File: src/rtl/ram_port_arbiter.sv
// ram_port_arbiter: shares a single-port 128x8 RAM between a CPU port and a DMA/debug port
module ram_port_arbiter #(
  parameter bit          CPU_PRIO = 1'b0,
  parameter int unsigned LOCK_MAX = 8
) (
  input  logic       clk_i,
  input  logic       rst_ni,
  input  logic       req0_i,
  input  logic       req1_i,
  input  logic       we0_i,
  input  logic       we1_i,
  input  logic [6:0] addr0_i,
  input  logic [6:0] addr1_i,
  input  logic [7:0] wdata0_i,
  input  logic [7:0] wdata1_i,
  input  logic       lock0_i,
  input  logic       lock1_i,
  output logic       gnt0_o,
  output logic       gnt1_o,
  output logic       ack0_o,
  output logic       ack1_o,
  output logic [7:0] rdata0_o,
  output logic [7:0] rdata1_o,
  output logic       lock_err_o,
  output logic [6:0] ram_addr_o,
  output logic [7:0] ram_data_o,
  output logic       ram_en_o,
  input  logic [7:0] ram_q_i
);
  typedef enum logic [1:0] {IDLE, ACCESS, HOLD} state_e;
  state_e     state_q;
  logic       owner_q, last_q, gnt0_q, gnt1_q, lock_err_q;
  logic [3:0] lock_cnt_q, lock_cnt_d;
  logic [7:0] rdata0_q, rdata1_q;
  logic       o_req, o_we, o_lock, in_acc, winner;
  logic [6:0] o_addr;
  logic [7:0] o_wdata;
  // Owner field select, arbitration and RAM/ack decode; everything keys off state so reset clears it at once
  always_comb begin
    o_req      = owner_q ? req1_i : req0_i;
    o_we       = owner_q ? we1_i : we0_i;
    o_lock     = owner_q ? lock1_i : lock0_i;
    o_addr     = owner_q ? addr1_i : addr0_i;
    o_wdata    = owner_q ? wdata1_i : wdata0_i;
    in_acc     = state_q == ACCESS;
    winner     = (req0_i & req1_i) ? (CPU_PRIO ? 1'b0 : ~last_q) : req1_i;
    lock_cnt_d = &lock_cnt_q ? lock_cnt_q : lock_cnt_q + 4'd1;
    ram_addr_o = in_acc ? o_addr : 7'd0;
    ram_data_o = in_acc ? o_wdata : 8'd0;
    ram_en_o   = in_acc & o_req & o_we;
    ack0_o     = in_acc & ~owner_q & req0_i;
    ack1_o     = in_acc & owner_q & req1_i;
  end
  // Arbitration FSM: IDLE picks a winner, ACCESS performs one transfer, HOLD keeps a locked owner
  always_ff @(posedge clk_i or negedge rst_ni) begin
    if (!rst_ni) begin
      state_q    <= IDLE;
      owner_q    <= 1'b0;
      last_q     <= 1'b1;
      lock_cnt_q <= 4'd0;
      gnt0_q     <= 1'b0;
      gnt1_q     <= 1'b0;
      lock_err_q <= 1'b0;
      rdata0_q   <= 8'd0;
      rdata1_q   <= 8'd0;
    end else begin
      lock_err_q <= 1'b0;
      case (state_q)
        IDLE: if (req0_i | req1_i) begin
          owner_q <= winner;
          gnt0_q  <= ~winner;
          gnt1_q  <= winner;
          state_q <= ACCESS;
        end
        ACCESS: begin
          last_q <= owner_q;
          if (o_req & ~o_we & ~owner_q) rdata0_q <= ram_q_i;
          if (o_req & ~o_we & owner_q) rdata1_q <= ram_q_i;
          if (o_req & o_lock) begin
            state_q    <= HOLD;
            lock_cnt_q <= 4'd0;
          end else begin
            state_q <= IDLE;
            gnt0_q  <= 1'b0;
            gnt1_q  <= 1'b0;
          end
        end
        HOLD: if (o_req) begin
          state_q    <= ACCESS;
          lock_cnt_q <= 4'd0;
        end else if (!o_lock || lock_cnt_q == 4'(LOCK_MAX - 1)) begin
          state_q    <= IDLE;
          gnt0_q     <= 1'b0;
          gnt1_q     <= 1'b0;
          lock_err_q <= o_lock;
        end else begin
          lock_cnt_q <= lock_cnt_d;
        end
        default: state_q <= IDLE;
      endcase
    end
  end
  assign gnt0_o     = gnt0_q;
  assign gnt1_o     = gnt1_q;
  assign rdata0_o   = rdata0_q;
  assign rdata1_o   = rdata1_q;
  assign lock_err_o = lock_err_q;
endmodule

File: config.mk
export PLATFORM = sky130hd
export DESIGN_NAME = ram_port_arbiter
export DESIGN_NICKNAME = d
export VERILOG_FILES = /design/src/rtl/ram_port_arbiter.sv
export SDC_FILE = /design/constraint.sdc
export NUM_CORES = 1
export LEC_CHECK = 0
export ABC_AREA = 1
export CAP_MARGIN = 20
export CORE_UTILIZATION = 35
export DETAILED_ROUTE_END_ITERATION = 16
export DONT_BUFFER_PORTS = 1
export GPL_TIMING_DRIVEN = 0
export PLACE_DENSITY = 0.55
export SETUP_SLACK_MARGIN = 0.3
export SKIP_CTS_REPAIR_TIMING = 1
export SYNTH_ARGS = -nofsm -noshare
export SYNTH_HDL_FRONTEND = slang
export SYNTH_SLANG_ARGS = --single-unit
File: constraint.sdc
create_clock -name clk_i -period 2.8 [get_ports clk_i]
set_input_delay 0.28 -clock clk_i [delete_from_list [all_inputs] [get_ports clk_i]]
set_output_delay 0.28 -clock clk_i [all_outputs]
set_load 0.01 [all_outputs]
After elaboration in Yosys (flattened, before gate mapping)
Index checks and enable logic that the tools add are counted.

storage, ports and cells
  register bits = 27
  input port bits = 46
  output and inout port bits = 37
  word-level logic and storage cells = 77

operators by class
  add/sub/neg operators = 1
  equality and inequality tests = 11
  multiplexer cells = 28
  bitwise logic cells = 16
  reduce and logical (&&, ||, !) cells = 12

operators by type and width
  cell                   number
  $mux W4                4
  $mux W8                2
  $mux W7                2
  $mux W1                12
  $and A1 B1 Y1          11
  $ne A3 B3 Y1 const B   3
  $mux W2                4
  $ne A2 B2 Y1 const B   4
  $pmux W4 S2            1
  $reduce_and A2 Y1      4
  $reduce_and A4 Y1      2
  $pmux W1 S3            2
  $pmux W2 S3            1
  $reduce_and A5 Y1      1
  $add A4 B1 Y4 const B  1
  $eq A4 B3 Y1 const B   1
  $not A1 Y1             4
  $reduce_bool A3 Y1     1
  $eq A2 B1 Y1 const B   1
  $eq A2 B2 Y1 const B   1
  $logic_not A2 Y1       1
  $ne A2 B1 Y1 const B   1
  $reduce_bool A2 Y1     1
  $logic_not A1 Y1       1
  2 further kinds        2

Logic depth before layout (Yosys ltp)
  depth after elaboration = 6
  mapped depth = 9
  gate-level depth less buffers = 9

Worst setup path before layout
Ideal clock, no wire load.

  kind = reg-to-output
  start = reg state_q[1]
  end = out ram_addr_o[3]
  data arrival time = 1.318 ns
  path slack = 1.202 ns
  stages on the path, launching flop included = 6
  path through = dfrtp_1 > inv_1 > ha_1 > clkinv_1 > clkbuf_1 > a21oi_1

between the ends
  word-level cells in the longest chain between the ends = 2

RTL lines
  what                    line  RTL
  from (decl)             31    state_e state_q;
  from (signal assigned)  57    state_q <= IDLE;
  from (signal assigned)  73    state_q <= ACCESS;
  from (signal assigned)  80    state_q <= HOLD;
  $eq A2 B1 Y1            45    in_acc = state_q == ACCESS;
  $mux W7                 48    ram_addr_o = in_acc ? o_addr : 7'd0;
  to (decl)               25    output logic [6:0] ram_addr_o,

Every way passes these cells.

Worst setup path after layout
  start = reg state_q[1]
  end = out ram_data_o[4]

between the ends
  word-level cells in the longest chain between the ends = 2

RTL lines
  what          line  RTL
  $eq A2 B1 Y1  45
  $mux W8       49    ram_data_o = in_acc ? o_wdata : 8'd0;
  to (decl)     26    output logic [7:0] ram_data_o,

Every way passes these cells.

==> impl_metrics.toml <==
[run_status]
status = "completed"

[logic_synthesis]
syn_area_um2 = 1690
avgSynthCellArea_um2 = 7.69
yosysTopAreaCell = "dfrtp_1"
yosysMostFrequentCell = "nand2_1"
synth_warnings = 0
async_reset_ff_share_pct = 100
synth_seq_cells = 27
synth_edf_count = 0
synth_cells = 220
ys_seq_area_share_pct = 40.0
syn_nets = 271
synth_area_leaders = "dfrtp_1 (38%), nand2_1 (16%), o21ai_2 (8.3%), a21oi_1 (5.6%), nand2_2 (5.2%)"
synth.distinct_cells = 25
synthTopCellsByCount = "nand2_1 (74), dfrtp_1 (26), inv_1 (22), a21oi_1 (19), o21ai_2 (16)"
synth.top_cell.area_share_pct = 38.5
ys.flop_type = "dfrtp_1"

[cts]
cts_buffers = 3
cts_tree = "yes"
root_buffer = "clkbuf_8"
cts_max_level = 1
cts_sinks = 27
cts_buffer_depth = 2
clk_latency_ns = 0.27
path_clk_slew_ns = 0.10

[global_routing]
grt_start_max_net_pins = 28
grt_pass1_wl_um = 5880
grt-ovfl-total = 0
grt_usage_pct = 14.4
antenna_found_initial = 0
grt_pass1_vias = 1318

[pwr]
power.density_nw_per_um2 = 1010
seqPwrFrac_pct = 39.8
power.share.clock_pct = 12.0
swShare_pct = 47.8
peakVddDrop_mv = 0.482
p_comb_share_pct = 48.2
p_int_uw = 963
cellLeakagePower_nw = 0.931
switchingPower_uw = 883

[timing]
tns_ns = 0
hold_violations = 0
holdWs_ns = 0.177
rsz0062_at_grt = "no"
slew_headroom_pct = 72.8
tightest_slew_ns = 0.396
fin_worst_skew_ns = 0.0110
slew_viol_final = 0
setup_violations = 0
finalCritPeriodShare_pct = 76.5
period_minus_slack_ns = 2.14
max_freq_ghz = 0.467

[worst_hold_path]
holdCritStartpoint = "ram_q_i[4]"
min_path_cells = 2
min_to = "rdata0_o[4]"
hp-class = "in2reg"

[worst_setup_path]
reg2regPathDepth = 8
start_kind = "flop"
critPathLaunch = "state_q[1]"
rr_endpoint = "rdata0_o[6]"
r2r_setup_slack_ns = 1.10
path_max_fanout = 10
worstSetupPathType = "reg2out"
crit_path_end_kind = "output port"
r2r-start = "state_q[1]"
required_ns = 2.52
arrival_ns = 1.86

[finish]
syn_to_final_growth_pct = 8.51
drive_gt1_share_pct = 21.2
fin_area_um2 = 1840
nNetsFinal = 278
diodes = 0

[flow_run]
cap_violations = 0

[die]
fp-row-count = 24
die_w_um = 71.5
fp.dieArea_um2 = 5120
start_util_pct = 37.6
die_y_um = 71.5
ios = 83
core_area_um2 = 4500

[place]
dp_hpwl_um = 2770
placed_cell_area_um2 = 1760
numPortBuffers = 0
finalWeightedCongestion = 0.807

[drt]
wl_per_cell_um = 12.6
antenna_left = 0
drt_iter0_drc = 72
post_drt_via_cell_ratio = 4.94
drc_errors = 0
drtPass1Iterations = 4
route.vias.total = 1373
wl_um = 3510
routing by layer:
layer	vias to the layer above	wire (um)	GRT usage (%)
li1	715	-	-
met1	620	1640	17.6
met2	36	1700	25.8
met3	2	144	3.94
met4	0	25	2.61
met5	-	0	0
power groups by stage:
stage               clock (mW)  sequential (mW)  combinational [mW]
floorplan                    0            0.707               0.757
global placement             0            0.744               0.879
detailed placement           0            0.744               0.891
CTS                      0.234            0.738               0.893
global route             0.248            0.756                1.01
finish                   0.222            0.734               0.890
state kept, by name, summed over array words and instances (netlist names):
register and count:
lock_cnt_q 4, owner_q 1, state_q 2, rdata0_o 8, gnt1_o 1, rdata1_o 8
lock_err_o 1, last_q 1, gnt0_o 1
metrics by stage:
stage	utilization, %	setup WS [ns]	cells	total power [mW]
3_3_place_gp	39.0	0.962	272	1.62
6_report	40.8	0.657	278	1.85
4_1_cts	40.1	0.633	276	1.86
3_5_place_dp	39.0	0.974	272	1.63
2_1_floorplan	-	1.20	220	1.46
5_1_grt	40.8	0.497	278	2.02
worst max path at each step:
stage,endpoint,slack [ns]
2_1_floorplan,ram_addr_o[3],1.20
3_3_place_gp,ram_data_o[4],0.96
3_5_place_dp,ram_addr_o[3],0.97
4_1_cts,ram_addr_o[3],0.63
5_1_grt,ram_addr_o[4],0.50
6_report,ram_data_o[4],0.66
critical path, cell delays in order, from the launching register on:
cell      delay, ns
dfrtp_1        0.44
inv_1          0.09
ha_1           0.23
clkinv_1       0.25
clkbuf_1       0.28
a21oi_1        0.30
placed cells by master, fill, tap and decap left out:
master	instances
dlygate4sd3_1	1
mux2i_1	1
a211oi_1	1
dfstp_2	1
a21oi_1	19
o21ai_0	2
buf_2	1
o21ai_4	1
nand3_1	13
nor3_1	1
inv_1	22
inv_2	2
nand3_4	1
buf_6	4
buf_12	1
nor2_4	1
nand2_2	14
ha_1	5
nand4_1	2
nor2_2	1
o21ai_2	16
clkinvlp_4	1
clkinv_1	1
nor2_1	8
clkbuf_8	3
dfrtp_1	26
nand2_1	74
a21oi_2	1
clkbuf_1	2
cells by family after synthesis:
kind of cell | Yosys count | share of synthesized area (%)
AO/OA/AOI/OAI | 40 | 16.4
adder cells (fa/ha/maj) | 5 | 3.70
buffers and inverters | 32 | 8.95
flip-flops | 27 | 40.0
multiplexers | 1 | 0.592
AND/OR/NAND/NOR | 115 | 30.3
final cells by class:
class,count,area (um^2)
plain buffers,7,57.6
clock buffers,3,41.3
clock inverters,1,7.51
fillers,478,2670
inverters,25,93.8
multi-input cells,161,863
flip-flops and latches,27,677
well taps,52,65.1
repair buffers,2,30.0
No activity file was read; power rests on OpenSTA's default activity.
